## config.mk

```make
export PLATFORM = sky130hd
export DESIGN_NAME = mem_access_stage
export DESIGN_NICKNAME = d
export VERILOG_FILES = /design/src/rtl/mem_pkg.sv /design/src/rtl/mem_lane_align.sv /design/src/rtl/mem_access_stage.sv
export SDC_FILE = /design/constraint.sdc
export NUM_CORES = 1
export LEC_CHECK = 0
export CORE_MARGIN = 5
export CORE_UTILIZATION = 30
export DETAILED_ROUTE_END_ITERATION = 16
export PLACE_DENSITY_LB_ADDON = 0.12
export SYNTH_ARGS = -nofsm -noshare
export SYNTH_HDL_FRONTEND = slang
export SYNTH_SLANG_ARGS = --single-unit
export TNS_END_PERCENT = 50
```

## constraint.sdc

```tcl
create_clock -name clk -period 6.85 [get_ports clk]
set_input_delay 1.37 -clock clk [delete_from_list [all_inputs] [get_ports clk]]
set_output_delay 1.37 -clock clk [all_outputs]
set_load 0.01 [all_outputs]
```

## src/rtl/mem_pkg.sv

```systemverilog
// mem_pkg: shared size encodings, FSM states and timeout default for the memory stage
package mem_pkg;
  localparam logic [1:0] SZ_BYTE = 2'b00;
  localparam logic [1:0] SZ_HALF = 2'b01;
  localparam logic [1:0] SZ_WORD = 2'b10;
  localparam int DEF_TIMEOUT = 16;
  typedef enum logic [1:0] {IDLE, WAIT, DONE} mem_state_t;
endpackage

```

## src/rtl/mem_lane_align.sv

```systemverilog
// mem_lane_align: byte-enable generation, store replication, load shift/extend and misalign detect
module mem_lane_align
  import mem_pkg::*;
(
  input  logic [1:0]  i_size,
  input  logic [1:0]  i_off,
  input  logic        i_signed,
  input  logic [31:0] i_wdata,
  input  logic [31:0] i_rdata,
  output logic [3:0]  o_be,
  output logic [31:0] o_wdata,
  output logic [31:0] o_rdata,
  output logic        o_misalign
);
  logic [31:0] w_shift;
  always_comb begin
    w_shift = i_rdata >> {i_off, 3'b000};
    o_be = (i_size == SZ_BYTE) ? 4'b0001 << i_off : (i_size == SZ_HALF) ? 4'b0011 << i_off : 4'b1111;
    o_wdata = (i_size == SZ_BYTE) ? {4{i_wdata[7:0]}} : (i_size == SZ_HALF) ? {2{i_wdata[15:0]}} : i_wdata;
    o_rdata = (i_size == SZ_BYTE) ? {{24{i_signed & w_shift[7]}}, w_shift[7:0]} :
              (i_size == SZ_HALF) ? {{16{i_signed & w_shift[15]}}, w_shift[15:0]} : w_shift;
    o_misalign = (i_size == SZ_BYTE) ? 1'b0 : (i_size == SZ_HALF) ? i_off[0] : |i_off;
  end
endmodule

```

## src/rtl/mem_access_stage.sv

```systemverilog
// mem_access_stage: turns EX/MEM load/store controls into a req/ack data-memory transaction with pipeline stall
module mem_access_stage
  import mem_pkg::*;
#(
  parameter int TIMEOUT = DEF_TIMEOUT,
  parameter int CNT_W   = 5
) (
  input  logic        clk,
  input  logic        reset,
  input  logic        in_valid,
  input  logic        in_MemRead,
  input  logic        in_MemWrite,
  input  logic [1:0]  in_size,
  input  logic        in_signed,
  input  logic [31:0] in_addr,
  input  logic [31:0] in_wdata,
  output logic        dm_req,
  output logic        dm_we,
  output logic [31:0] dm_addr,
  output logic [3:0]  dm_be,
  output logic [31:0] dm_wdata,
  input  logic        dm_ack,
  input  logic [31:0] dm_rdata,
  output logic [31:0] MemRd,
  output logic        stall,
  output logic        misalign,
  output logic        bus_err
);
  mem_state_t r_state, w_next;
  logic [CNT_W-1:0] r_cnt;
  logic w_access, w_mis, w_start, w_timeout, w_end;
  logic [3:0] w_be;
  logic [31:0] w_wdata, w_rdata;
  mem_lane_align u_align (
    .i_size(in_size),
    .i_off(in_addr[1:0]),
    .i_signed(in_signed),
    .i_wdata(in_wdata),
    .i_rdata(dm_rdata),
    .o_be(w_be),
    .o_wdata(w_wdata),
    .o_rdata(w_rdata),
    .o_misalign(w_mis)
  );
  always_comb begin
    w_access = in_valid & (in_MemRead | in_MemWrite);
    w_start = (r_state == IDLE) & w_access & ~w_mis;
    w_timeout = r_cnt == CNT_W'(TIMEOUT - 1);
    w_end = (r_state == WAIT) & (dm_ack | w_timeout);
    w_next = (r_state == IDLE) ? (w_start ? WAIT : IDLE) :
             (r_state == WAIT) ? (w_end ? DONE : WAIT) : IDLE;
    stall = w_start | (r_state == WAIT);
  end
  always_ff @(posedge clk or posedge reset)
    if (reset) begin
      r_state <= IDLE;
      r_cnt <= '0;
      dm_req <= 1'b0;
      dm_we <= 1'b0;
      dm_addr <= '0;
      dm_be <= '0;
      dm_wdata <= '0;
      MemRd <= '0;
      misalign <= 1'b0;
      bus_err <= 1'b0;
    end else begin
      r_state <= w_next;
      r_cnt <= (r_state == WAIT) ? r_cnt + 1'b1 : '0;
      misalign <= (r_state == IDLE) & w_access & w_mis;
      bus_err <= (r_state == WAIT) & ~dm_ack & w_timeout;
      if (w_start) begin
        dm_req <= 1'b1;
        dm_we <= in_MemWrite;
        dm_addr <= {in_addr[31:2], 2'b00};
        dm_be <= w_be;
        dm_wdata <= w_wdata;
      end
      if (w_end) begin
        dm_req <= 1'b0;
        if (!dm_we) MemRd <= dm_ack ? w_rdata : '0;
      end
    end
endmodule

```

; Word-level counts from Yosys, hierarchy flattened
; Cells that the tools add are included.
[op_classes]
addsub = 1
muxes = 16
eq_ne = 3
n_shift = 3
reduce_logical = 5
n_bitwise = 15
[ops]
columns = op, count
row1 = $mux 32, 5
row2 = $shr 32x5->32, 1
row3 = $and 1x1->1, 9
row4 = $mux 4, 2
row5 = $mux 2, 3
row6 = $add 5x1->5 const B, 1
row7 = $eq 5x4->1 const B, 1
row8 = $mux 1, 5
row9 = $mux 5, 1
row10 = $eq 2x1->1 const B, 2
row11 = $logic_not 2->1, 2
row12 = $shl 1x2->4 const A, 1
row13 = $shl 2x2->4 const A, 1
row14 = $not 1->1, 3
row15 = $or 1x1->1, 3
row16 = $reduce_and 2->1, 1
row17 = $reduce_bool 2->1, 1
row18 = $reduce_or 2->1, 1
[word_totals]
wordCells = 53
inputBits = 105
regBits = 109

; Logic depth before layout (Yosys ltp)
; Gate-level depths: netlist of run 1.
[depth]
depth_word = 7
mapped_depth = 9
depth_no_buf = 7

; Modules after synthesis
; A second synthesis of run 1 with hierarchy kept.
[hier_totals]
cells_unflattened = 525
area_unflattened_um2 = 5950.7
[by_module_without_submodules]
columns = module, n_inst, seq_area_each_um2, area_per_inst_um2, cells_per_inst
row1 = mem_access_stage, 1, 2727.6, 4657.0, 317
row2 = mem_lane_align, 1, 0.0, 1293.7, 208

; Least setup slack after synthesis of run 1
; No wires, ideal clock.
[synth_path]
kind = in2out
startpoint = input in_addr[1]
endpoint = output stall
path_buffers = 2
path_slack_ns = 3.048
arrival_time_ns = 2.432
path_stages = 7
required_time_ns = 5.480
cell_sequence = buf_4 > inv_2 > ha_1 > mux2_4 > nand2_1 > buf_2 > nand2_1
[synth_via]
elab_chain_cells = 6
[synth_rtl]
columns = element, line
row1 = start: declaration, mem_access_stage.sv:15  ; input logic [31:0] in_addr,
row2 = $reduce_or 2->1, mem_lane_align.sv:22  ; o_misalign = (i_size == SZ_BYTE) ? 1'b0 : (i_size == SZ_HALF) ? i_off[0] : |i_off;
row3 = $mux 1 (2 in series), mem_lane_align.sv:22
row4 = $not 1->1, mem_access_stage.sv:47  ; w_start = (r_state == IDLE) & w_access & ~w_mis;
row5 = $and 1x1->1, mem_access_stage.sv:47
row6 = $or 1x1->1, mem_access_stage.sv:52  ; stall = w_start | (r_state == WAIT);
row7 = end: declaration, mem_access_stage.sv:25  ; output logic stall,
; Every way passes these cells.

; Final worst setup path of run 1
[layout_path]
startpoint = input in_addr[0]
endpoint = output stall
[layout_via]
elab_chain_cells = 6
[layout_rtl]
columns = element, line
row1 = $reduce_or 2->1, mem_lane_align.sv:22
row2 = $mux 1 (*) (2 in series), mem_lane_align.sv:22
row3 = $not 1->1 (*), mem_access_stage.sv:47
row4 = $and 1x1->1 (*), mem_access_stage.sv:47
row5 = $or 1x1->1 (*), mem_access_stage.sv:52
; Every way passes the cells marked *; elsewhere a longest branch is shown, timed or not.

==> flow_summary_export.csv, run 1 <==
group,metric,value,unit
status,status,"finished clean",
critical_path,slowest_delay,510,ps
route,highest_layer,"met4",
route,routed_wl,15.9,mm
pwr,p_int,1750,uW
critical_path,cp.buffers_inverters,4,
route,via_per_inst,4.82,
synthesis,synth-edff-count,0,
critical_path,worstReg2RegStart,"r_cnt[0]$_DFF_PP0_",
route,post_drt_wl_per_cell,19.2,um
synthesis,synth-seq-cells,109,
clocking,clock-root-buffer,"clkbuf_16",
min_path,min-delay-path-class,"register to register",
clocking,cts_buffers,9,
floorplanning,start_util,30.7,%
global_routing,grt_first_pass_wirelength,24.5,mm
global_routing,gr-usage-all-layers,15.8,%
route,drc,0,
synthesis,syn_inst,410,
min_path,min_from,"r_cnt[0]$_DFF_PP0_",
critical_path,reg2reg_depth,6,
floorplanning,num_rows,47,
clocking,cts_setup_buffers,0,
synthesis,synth_cell_types,41,
pwr,p_comb_share,39.3,%
finish,multi_input_area,0.00216,mm2
sta,finalCriticalPeriod,5430,ps
sta,finalSetupTns,0,ps
synthesis,yosysWarnings,0,
sta,skew,9.29,ps
sta,worst_pin_slew,1150,ps
critical_path,critPathLaunchType,"input pin",
critical_path,slowest_stage,"clkdlybuf4s50_1",
sta,max_slew_margin,23.2,%
sta,slew_violations,0,
critical_path,cp_data_arrival_time,4060,ps
route,num_vias,3975,
sta,fin_crit_sh,79.2,%
finish,final.fill_count,1565,
floorplanning,fp.dieW,141,um
sta,setup_viol,0,
place,gp_congestion,0.799,
synthesis,synth.yosys.seq_area_share,53.1,%
clocking,htree_levels,3,
global_routing,grt_antenna_before_repair,0,
critical_path,crit_cells,8,
clocking,clk_latency,350,ps
critical_path,crit_chain,"clkdlybuf4s50_1 > buf_4 > inv_1 > ha_1 > mux2_4 > nand2_1 > nand2_1 > clkdlybuf4s50_1",
critical_path,crit_path_start,"in_addr[0]",
pwr,vdd_ir_drop_max,0.157,mV
pwr,p_seq_share,39.6,%
run,max_cap_violations,0,
finish,area_growth,48.0,%
floorplanning,dieArea,0.0198,mm2
synthesis,async_reset_ff_share,100,%
pwr,power_density,327,mW/mm2
pwr,power.switching,738,uW
sta,max_freq,184,MHz
clocking,cts_resized,0,
critical_path,worstPathMaxFanout,29,
place,numPortBuffers,207,
critical_path,endpoint_kind,"output port",
place,dp_hpwl,11.8,mm
clocking,clock-sinks,109,
clocking,ctsLongestPathBuffers,2,
route,m1WireLength,6.79,mm
global_routing,grt_max_degree,67,
finish,antenna_cells,0,
finish,seq_area,0.00273,mm2
synthesis,syn_avg_cell_area,12.5,um2
synthesis,syn-cell-area,0.00513,mm2
pwr,leakage,0.00319,uW
critical_path,cp.required,5480,ps
critical_path,cp_top_family,"buffers and inverters",
pwr,power,2490,uW
route,dr.pass1.iters,4,
route,initialDrtViolationCount,229,
global_routing,grt_pass1_vias,4314,
sta,rsz0062_at_grt,"false",
pwr,clockPowerShare,21.1,%
floorplanning,core_area,0.0167,mm2
synthesis,synth_ff_type,"dfrtp_1",
min_path,min_path_cells,1,
route,wl_met2,7.12,mm
critical_path,worstSetupPathType,"input pin to output port",
pwr,swShare,29.7,%
finish,final_nets,712,
route,route.met3.wl,1.57,mm
route,antenna_left,0,
clocking,postCtsHoldBufs,0,
clocking,cts_tree,"done",
sta,hold_violations,0,
floorplanning,dieHeight,141,um
finish,drive_above_1_share,15.9,%
global_routing,grt-ovfl-total,0,
floorplanning,ioPinCount,210,
clocking,clk_transition_reported_paths,70,ps
## cell usage after synthesis (6+ instances only)
cell type	instances	share of area [%]
mux2i_1	31	6.0
a22o_1	8	1.4
mux2_2	54	12
a21oi_1	34	3.3
nand2_1	28	2.0
clkbuf_1	8	0.58
buf_4	6	0.88
mux2_4	12	3.5
dfrtp_1	109	53
o21ai_0	25	2.4
nor2_1	9	0.66
buf_6	8	1.8
buf_2	11	1.1
a221o_1	16	3.1
a221oi_1	7	1.2
ha_1	6	1.5
## metrics by stage
stage | instance area (um2) | util, % | instances | hold WS [ps] | worst slack [ps]
final | 7600 | 45.5 | 824 | 470 | 1420
after global routing | 7600 | 45.5 | 824 | 501 | 1240
after CTS | 7600 | 45.5 | 824 | 471 | 1360
after detailed placement | 7310 | 43.8 | 810 | 462 | 1360
after global placement | 7310 | 43.8 | 810 | 444 | 1430
after floorplan | 5140 | - | 411 | 430 | 2610
## cells by family after synthesis
kind of cell | synth area share, %
simple gates | 5.26
fa+ha+maj | 1.46
compound gates | 13.0
other cells | 0.0730
flops | 53.1
xor+xnor | 0.341
mux | 21.8
buf+inv | 4.87
## cell type report
type,instances,share of cell area [%]
inverter,7,0.379
sequential,109,35.9
clock buffer,10,3.15
tap,220,3.62
multi-input combinational,261,28.4
clock inverter,4,0.642
timing repair buffer,213,27.9
## placed cells by master, fill, tap and decap left out, types with 6 or more instances in the layout
| master | netlist | routed |
|---|---|---|
| nand2_1 | 28 | 28 |
| mux2i_1 | 31 | 31 |
| a21oi_1 | 34 | 34 |
| dfrtp_1 | 109 | 109 |
| a221o_1 | 16 | 16 |
| mux2_4 | 12 | 12 |
| a221oi_1 | 7 | 7 |
| mux2_2 | 54 | 54 |
| a22o_1 | 8 | 8 |
| clkbuf_16 | 0 | 9 |
| ha_1 | 6 | 6 |
| nor2_1 | 9 | 9 |
| clkdlybuf4s50_1 | 0 | 207 |
| o21ai_0 | 25 | 25 |
| buf_4 | 6 | 6 |
## power groups by stage
stage | Sequential (uW) | Combinational [uW] | Clock, uW
after CTS | 988 | 994 | 546
after detailed placement | 997 | 990 | 0
after global routing | 1010 | 1050 | 566
after global placement | 992 | 987 | 0
final | 984 | 977 | 525
after floorplan | 1080 | 299 | 0
## worst reg2reg max path, cell delays in order (launching register included)
cell and delay (ps):
dfrtp_1 400, ha_1 230, and3_1 190, ha_1 200, nor2_1 110, or3_1 890
a221o_1 310
## layer usage
layer | vias to the layer above | GRT usage, %
met5 | - | 0
met4 | 0 | 5.86
met3 | 18 | 6.06
met2 | 161 | 24.7
met1 | 1930 | 19.9
li1 | 1866 | -
## final timing paths
check | to | slack [ps]
max in group asynchronous | dm_req$_DFFE_PP0P_ | 4180
min | r_cnt[0]$_DFF_PP0_ | 470
max reg2reg | MemRd[16]$_DFFE_PP0P_ | 4460
max | stall | 1420
min in group asynchronous | dm_addr[10]$_DFFE_PP0P_ | 1550
min reg2reg | r_cnt[0]$_DFF_PP0_ | 470
## state kept, by name, indices dropped and copies added (netlist names)
name / cells
dm_wdata: 32
dm_addr: 30
dm_be: 4
MemRd: 32
bus_err: 1
dm_req: 1
misalign: 1
r_cnt: 5
r_state: 2
dm_we: 1
(Power assumes the default switching activity.)
==> run 2, diff against run 1 <==
==> constraint.sdc (replaced) <==
create_clock -name clk -period 4.4 [get_ports clk]
set_input_delay 0.88 -clock clk [delete_from_list [all_inputs] [get_ports clk]]
set_output_delay 0.88 -clock clk [all_outputs]
set_load 0.01 [all_outputs]
==> flow_summary_export.csv, run 2 (synthesis results as in run 1) <==
group,metric,value,unit
finish,final.fill_count,1589,
global_routing,gr-usage-all-layers,15.8,%
status,status,"finished clean",
sta,setup_ws,742,ps
finish,antenna_cells,0,
pwr,power,3880,uW
critical_path,cp_data_arrival_time,2780,ps
finish,stdcell_count,829,
clocking,htree_levels,3,
finish,drive_above_1_share,16.3,%
route,via_per_inst,4.85,
clocking,clk_transition_reported_paths,70,ps
clocking,postCtsHoldBufs,0,
finish,reg_top3,"MemRd (32), dm_wdata (32), dm_addr (30)",
critical_path,crit_path_start,"in_addr[1]",
run,max_cap_violations,0,
critical_path,reg2reg_depth,6,
clocking,cts_tree,"done",
critical_path,reg2reg_to,"MemRd[19]$_DFFE_PP0P_",
global_routing,grt_antenna_before_repair,0,
route,routed_wl,15.9,mm
sta,slew_violations,0,
critical_path,critPathCapture,"stall",
route,drc,0,
sta,fin_crit_sh,83.1,%
floorplanning,fp.dieW,141,um
sta,setup_viol,0,
critical_path,cp.required,3520,ps
finish,final_cell_mix,"clkdlybuf4s50_1 (207), dfrtp_1 (109), mux2_2 (54), a21oi_1 (34), mux2i_1 (31)",
min_path,min-delay-path-class,"register to register",
finish,area_growth,48.5,%
pwr,leakage,0.00319,uW
clocking,cts_buffers,9,
clocking,clk_latency,350,ps
sta,max_slew_margin,23.8,%
route,initialDrtViolationCount,129,
route,dr.pass1.iters,4,
route,antenna_left,0,
critical_path,worstSetupPathType,"input pin to output port",
critical_path,endpoint_kind,"output port",
sta,rsz0062_at_grt,"false",
finish,design_area,0.00762,mm2
global_routing,grt_first_pass_wirelength,24.5,mm
sta,skew,7.14,ps
place,postPlaceCellArea,0.00733,mm2
sta,finalCriticalPeriod,3660,ps
route,post_drt_wl_per_cell,19.2,um
clocking,clock-sinks,109,
floorplanning,dieArea,0.0198,mm2
route,num_vias,4020,
clocking,clock-root-buffer,"clkbuf_16",
finish,mostFrequentLayoutCell,"clkdlybuf4s50_1",
pwr,power_density,509,mW/mm2
place,dp_hpwl,11.8,mm
place,dp_slack,726,ps
finish,final_nets,715,
place,placed_cells,813,
global_routing,grt_max_degree,58,
sta,worst_pin_slew,1140,ps
floorplanning,dieHeight,141,um
global_routing,grt-ovfl-total,0,
critical_path,critPathLaunchType,"input pin",
floorplanning,core_area,0.0167,mm2
floorplanning,start_util,30.7,%
clocking,cts_resized,0,
sta,finalSetupTns,0,ps
critical_path,worstPathMaxFanout,22,
pwr,vdd_ir_drop_max,0.212,mV
sta,max_freq,273,MHz
global_routing,grt_pass1_vias,4126,
floorplanning,ioPinCount,210,
critical_path,worstReg2RegStart,"r_cnt[0]$_DFF_PP0_",
sta,hold_violations,0,
floorplanning,num_rows,47,
place,numPortBuffers,207,
critical_path,r2r_setup_slack,2000,ps
clocking,ctsLongestPathBuffers,2,
place,gp_congestion,0.820,
clocking,cts_setup_buffers,0,
## run 2: worst min-delay path by stage
stage	from	endpoint	slack, ps	cells past startpoint
finish	r_cnt[0]$_DFF_PP0_	r_cnt[0]$_DFF_PP0_	470	1
global route	r_cnt[0]$_DFF_PP0_	r_cnt[0]$_DFF_PP0_	510	1
CTS	r_cnt[0]$_DFF_PP0_	r_cnt[0]$_DFF_PP0_	480	1
detailed placement	r_cnt[0]$_DFF_PP0_	r_cnt[0]$_DFF_PP0_	470	1
global placement	r_cnt[0]$_DFF_PP0_	r_cnt[0]$_DFF_PP0_	450	1
floorplan	r_cnt[0]$_DFF_PP0_	r_cnt[0]$_DFF_PP0_	430	1
## run 2: layer usage
layer,global-route usage [%],vias to the layer above,share of wire (%)
met5,0,-,0
met4,4.90,0,1.5
met3,6.30,15,9.3
met2,24.4,159,46
met1,20.3,1968,43
li1,-,1878,-
## run 2: critical path, stage by stage
cell and delay, ps:
clkdlybuf4s50_1 500, inv_2 110, ha_1 210, mux2_4 390
nand2_1 130, nand2_1 60, clkdlybuf4s50_1 490
## run 2: per-stage QoR
step | util, % | hold slack [ps]
4_1_cts | 45.6 | 477
5_1_grt | 45.6 | 506
3_3_place_gp | 43.9 | 449
2_1_floorplan | - | 430
3_5_place_dp | 43.9 | 467
6_report | 45.6 | 472
## run 2: power breakdown
| group | switching (uW) | internal, uW |
|---|---|---|
| Combinational | 594 | 934 |
| Clock | 379 | 444 |
| Sequential | 191 | 1340 |
| Total | 1160 | 2720 |
## run 2: area by class of cell
type / count / area (um2) / area share [%]
flip-flops and latches: 109 / 2730 / 35.8
multi-input cells: 261 / 2160 / 28.3
repair buffers: 216 / 2140 / 28.1
well taps: 220 / 275 / 3.61
clock buffers: 11 / 233 / 3.05
clock inverters: 5 / 58.8 / 0.772
inverters: 7 / 28.8 / 0.378
